==> src/rtl/cv32e40s_shadow_reg_pkg.sv <==
// Shared types and constants for the hardened shadow register.
package cv32e40s_shadow_reg_pkg;

    typedef enum logic [0:0] {
        SR_IDLE      = 1'b0,
        SR_WR_SHADOW = 1'b1
    } shadow_reg_state_e;

    localparam int unsigned MISM_CNT_W = 8;
    localparam logic [MISM_CNT_W-1:0] MISM_CNT_MAX = '1;

    function automatic logic [MISM_CNT_W-1:0] mism_cnt_inc(input logic [MISM_CNT_W-1:0] v);
        return (v == MISM_CNT_MAX) ? v : v + MISM_CNT_W'(1);
    endfunction

endpackage

==> src/rtl/cv32e40s_shadow_reg_cmp.sv <==
// Main/shadow comparator with alert register and mismatch-event edge detector.
// CV32E40S_SHADOW_REG_ALERT_FILTER_EN: require two consecutive raw mismatches.
module cv32e40s_shadow_reg_cmp
    import cv32e40s_shadow_reg_pkg::*;
#(
    parameter int WIDTH = 32
) (
    input  logic             clk,
    input  logic             rst,
    input  logic [WIDTH-1:0] i_main,
    input  logic [WIDTH-1:0] i_shadow,
    input  logic             i_idle,
    output logic             o_alert,
    output logic             o_event
);

    logic w_raw;
    logic w_qual;
    logic r_alert;

    // Shadow lags main by one cycle during a write, so only compare in idle.
    assign w_raw = i_idle & (i_main != ~i_shadow);

`ifdef CV32E40S_SHADOW_REG_ALERT_FILTER_EN
    logic r_hist;

    always_ff @(posedge clk) begin
        if (rst) begin
            r_hist <= 1'b0;
        end else begin
            r_hist <= i_idle ? w_raw : 1'b0;
        end
    end

    assign w_qual = w_raw & r_hist;
`else
    assign w_qual = w_raw;
`endif

    always_ff @(posedge clk) begin
        if (rst) begin
            r_alert <= 1'b0;
        end else begin
            r_alert <= w_qual;
        end
    end

    // r_alert holds last cycle's qualified mismatch, doubling as the edge history.
    assign o_event = w_qual & ~r_alert;
    assign o_alert = r_alert;

endmodule

==> src/rtl/cv32e40s_shadow_reg.sv <==
// Hardened register: main copy plus inverted shadow, written in two phases.
// Optional CV32E40S_SHADOW_REG_ALERT_FILTER_EN debounces the alert (see _cmp).
module cv32e40s_shadow_reg
    import cv32e40s_shadow_reg_pkg::*;
#(
    parameter int               WIDTH     = 32,
    parameter logic [WIDTH-1:0] RESET_VAL = '0
) (
    input  logic                  clk,
    input  logic                  rst,
    input  logic                  wr_valid_i,
    output logic                  wr_ready_o,
    input  logic [WIDTH-1:0]      wr_data_i,
    output logic [WIDTH-1:0]      rd_data_o,
    output logic                  alert_major_o,
    output logic                  err_sticky_o,
    input  logic                  err_clr_i,
    output logic [MISM_CNT_W-1:0] mism_cnt_o
);

    shadow_reg_state_e     r_state;
    logic [WIDTH-1:0]      r_main;
    logic [WIDTH-1:0]      r_shadow;
    logic [WIDTH-1:0]      r_wdata;
    logic                  r_sticky;
    logic [MISM_CNT_W-1:0] r_cnt;

    logic w_idle;
    logic w_accept;
    logic w_event;

    assign w_idle   = (r_state == SR_IDLE);
    assign w_accept = wr_valid_i & w_idle;

    // Shadow is built from a private copy of the write data, not from main,
    // so a fault hitting main between the phases is not copied into shadow.
    always_ff @(posedge clk) begin
        if (rst) begin
            r_state  <= SR_IDLE;
            r_main   <= RESET_VAL;
            r_shadow <= ~RESET_VAL;
            r_wdata  <= RESET_VAL;
        end else begin
            case (r_state)
                SR_IDLE: begin
                    if (w_accept) begin
                        r_main  <= wr_data_i;
                        r_wdata <= wr_data_i;
                        r_state <= SR_WR_SHADOW;
                    end
                end
                SR_WR_SHADOW: begin
                    r_shadow <= ~r_wdata;
                    r_state  <= SR_IDLE;
                end
                default: r_state <= SR_IDLE;
            endcase
        end
    end

    cv32e40s_shadow_reg_cmp #(
        .WIDTH (WIDTH)
    ) u_cmp (
        .clk      (clk),
        .rst      (rst),
        .i_main   (r_main),
        .i_shadow (r_shadow),
        .i_idle   (w_idle),
        .o_alert  (alert_major_o),
        .o_event  (w_event)
    );

    // A new event beats a simultaneous clear so it is never lost.
    always_ff @(posedge clk) begin
        if (rst) begin
            r_sticky <= 1'b0;
            r_cnt    <= '0;
        end else if (w_event) begin
            r_sticky <= 1'b1;
            r_cnt    <= err_clr_i ? MISM_CNT_W'(1) : mism_cnt_inc(r_cnt);
        end else if (err_clr_i) begin
            r_sticky <= 1'b0;
            r_cnt    <= '0;
        end
    end

    assign wr_ready_o   = w_idle;
    assign rd_data_o    = r_main;
    assign err_sticky_o = r_sticky;
    assign mism_cnt_o   = r_cnt;

endmodule
==> config.mk <==
export PLATFORM = sky130hd
export DESIGN_NAME = cv32e40s_shadow_reg
export DESIGN_NICKNAME = d
export VERILOG_FILES = /design/src/rtl/cv32e40s_shadow_reg_pkg.sv /design/src/rtl/cv32e40s_shadow_reg_cmp.sv /design/src/rtl/cv32e40s_shadow_reg.sv
export SDC_FILE = /design/constraint.sdc
export NUM_CORES = 1
export LEC_CHECK = 0
export ABC_AREA = 1
export BUFFER_PORTS_ARGS = -buffer_cell sky130_fd_sc_hd__buf_2
export CELL_PAD_IN_SITES_DETAIL_PLACEMENT = 2
export CELL_PAD_IN_SITES_GLOBAL_PLACEMENT = 2
export CORE_MARGIN = 3
export CORE_UTILIZATION = 26
export CTS_BUF_LIST = sky130_fd_sc_hd__clkbuf_16
export DETAILED_ROUTE_END_ITERATION = 16
export HOLD_SLACK_MARGIN = 0.02
export PLACE_DENSITY = 0.78
export SETUP_SLACK_MARGIN = 0.3
export SLEW_MARGIN = 20
export SYNTH_ARGS = -nofsm -noshare
export SYNTH_HDL_FRONTEND = slang
export SYNTH_SLANG_ARGS = --single-unit
==> constraint.sdc <==
create_clock -name clk -period 1.4 [get_ports clk]
set_input_delay 0.14 -clock clk [delete_from_list [all_inputs] [get_ports clk]]
set_output_delay 0.14 -clock clk [all_outputs]
set_load 0.02 [all_outputs]
==> flow_summary.ini <==
[hold_path]
hold_class = input pin to flop
hp-start = wr_data_i[14]

[yosys]
ys_ff_latch = 75
syn_area_per_cell_um2 = 6.80
synth.cell_area_mm2 = 0.00330
syn_nets = 522
synthTopCellsByCount = nand2_1, nor2_1, dfxtp_1, o21ai_0, a21oi_1
synthCells = 485
synth_top_area_share_pct = 45.6
synth_ff_type = dfxtp_1
synthArstFlopShare_pct = 0
yosysSeqAreaShare_pct = 45.6
yosys_warnings = 0
synth_cell_types = 24
yosysMostFrequentCell = nand2_1
synth_area_leaders = dfxtp_1, nand2_1, nor2_1
synth_area_leader_cell = dfxtp_1
synth_edf_count = 0

[placement]
hpwl_um = 8480
io_buffers = 78
placed_cell_area_mm2 = 0.00431
gp_congestion = 0.744

[clock_network]
clock_sink_count = 75
cts_tree = yes
clock_path_buffers = 2
ctsRootBufferMaster = clkbuf_16
cts_made_buffers = 9
htreeDepth = 3
clk_latency_ns = 0.33
cts_hold_buf = 0
clkTransAtPathRegs_ns = 0.06

[sta]
hold_viol = 0
relSlewSlack_pct = 77.7
setup_viol = 10
hold_slack_ns = 0.0588
period_minus_slack_ns = 1.58
fmax_mhz = 631
grt_setup_unrepaired = true
fin_ws_ns = -0.184
clock_skew_ns = 0.00564
min_period_over_period_pct = 113
fin_setup_tns_ns = -1.35
worst_pin_slew_ns = 0.335
slew_violations = 0

[critical_path]
reg2reg_from = r_wdata[12]
r2r-end = mism_cnt_o[5]
reg2regPathDepth = 11
required_ns = 1.67
critPathKind = flop to flop
endpoint = mism_cnt_o[5]
crit_fanout = 8
cp-end-kind = flop
startpoint_type = flop
r2r_setup_slack_ns = -0.18
startpoint = r_wdata[12]
arrival_ns = 1.85

[drt]
final_antenna_net_count = 0
dr.pass1.iters = 4
wirelength_um = 12100
drc = 0
drt-initial-drc-count = 130
wl_per_cell_um = 15.4
via_per_inst = 4.65
dr_total_vias = 3630

[cells_and_area]
fin_area_mm2 = 0.00497
fin_nets = 645
antennaDiodeCount = 0
final_layout_size_suffix_gt1_share_pct = 40.0
areaGrowthSynthToFinish_pct = 50.8

[power]
vdd_drop_max_v = 0.000658
clock_power_share_pct = 36.5
pwr-share-comb_pct = 19.9
powerDensity_mw_per_mm2 = 1120
pwr-share-seq_pct = 43.6
p_int_uw = 3940
p_leak_uw = 0.00239
power.switching_uw = 1610
switching_share_pct = 29.0

[outcome]
outcome = finished with violations
violations = setup timing

[job]
maxCapViolations = 0

[floorplan]
core.rowCount = 40
start_util_pct = 27.0
die_w_um = 119
core_mm2 = 0.0122
fp.dieArea_mm2 = 0.0141
die_y_um = 119
io_pins = 79

[global_route]
grt_pass1_wl_um = 19400
grt_pass1_vias = 3996
grt_overflow = 0
antenna_found_initial = 0
grt_max_degree = 47
grt_usage_pct = 17.0
## worst max-delay path, cell delays in order, from the launching register on
cell	delay, ns
dfxtp_4	0.35
nand2_1	0.06
inv_1	0.03
nor2_1	0.08
nand2_1	0.07
nor2_2	0.15
nand2_1	0.09
nor2_2	0.14
nand2_2	0.11
nand4_4	0.17
nand3_2	0.11
a21oi_2	0.14
## sequential cells by signal, indices dropped and copies added (netlist names)
register and cells:
err_sticky_o 1, r_state 1, u_cmp.o_alert 1, r_shadow 32
r_wdata 32, mism_cnt_o 8
## placed cells by master (no fill, tap or decap), types with 3 or more instances in the layout
cell / netlist / final
inv_1: 40 / 39
nor2_1: 88 / 78
dfxtp_1: 75 / 30
dfxtp_2: 0 / 26
nand2_2: 2 / 7
o21ai_1: 0 / 5
nand2_1: 96 / 90
buf_6: 0 / 48
xor2_1: 3 / 3
clkbuf_16: 0 / 9
nor2_2: 3 / 12
buf_2: 4 / 51
a21oi_2: 1 / 6
o21ai_0: 64 / 59
nand3_1: 13 / 4
dfxtp_4: 0 / 19
inv_2: 12 / 14
nand3_2: 1 / 10
a21oi_1: 54 / 49
clkinv_1: 3 / 7
buf_4: 0 / 34
## area by class of cell
| class | instances | area [um2] |
|---|---|---|
| inverters | 55 | 209 |
| well taps | 168 | 210 |
| clock inverters | 7 | 27.5 |
| flip-flops and latches | 75 | 1610 |
| clock buffers | 9 | 225 |
| multi-input cells | 333 | 1630 |
| repair buffers | 134 | 1070 |
| fillers | 1438 | 7240 |
## metal layers
layer | track usage [%] | share of wire [%]
met5 | 0 | 0
met1 | 18.8 | 41
met4 | 3.11 | 1.5
met3 | 4.50 | 3.1
met2 | 32.7 | 54
## how the worst min path moves through the flow
stage,cells after the start,endpoint
2_1_floorplan,2,r_wdata[23]
3_3_place_gp,3,r_wdata[14]
3_5_place_dp,3,r_wdata[14]
4_1_cts,3,r_wdata[14]
5_1_grt,3,r_wdata[15]
6_report,3,r_wdata[14]
## cell families (layout without fill, tap and decap cells)
group | count (synthesis) | count (layout) | synth area share (%)
adders and majority gates | 1 | 1 | 0.380
buffers and inverters | 77 | 205 | 8.92
DFF | 75 | 75 | 45.6
and+or+nand+nor | 210 | 210 | 26.2
AOI/OAI and AO/OA | 119 | 119 | 18.2
xor gates and xnor gates | 3 | 3 | 0.797
## stage by stage
step | total power, uW | setup slack (ns) | instances | utilization (%)
finish | 5550 | -0.184 | 781 | 40.7
global route | 5870 | -0.339 | 781 | 40.7
CTS | 5540 | -0.136 | 780 | 38.8
detailed placement | 3410 | -0.246 | 762 | 35.3
global placement | 3340 | -0.148 | 762 | 35.3
floorplan | 2960 | 0.0418 | 485 | -
## power groups by stage
stage          combinational, uW  clock (uW)  sequential, uW
2_1_floorplan                423           0            2540
3_3_place_gp                 910           0            2430
3_5_place_dp                 957           0            2460
4_1_cts                     1040        2080            2410
5_1_grt                     1230        2190            2450
6_report                    1100        2030            2420
## repair_timing
| item | in CTS | in global routing |
|---|---|---|
| gates resized for setup | 54 | 74 |
| endpoints found under the setup margin | 68 | 66 |
| pin swaps | 7 | 20 |
| endpoints found under the hold margin | 0 | 0 |
| setup buffers | 2 | 1 |
Power figures use the tool's default switching activity.
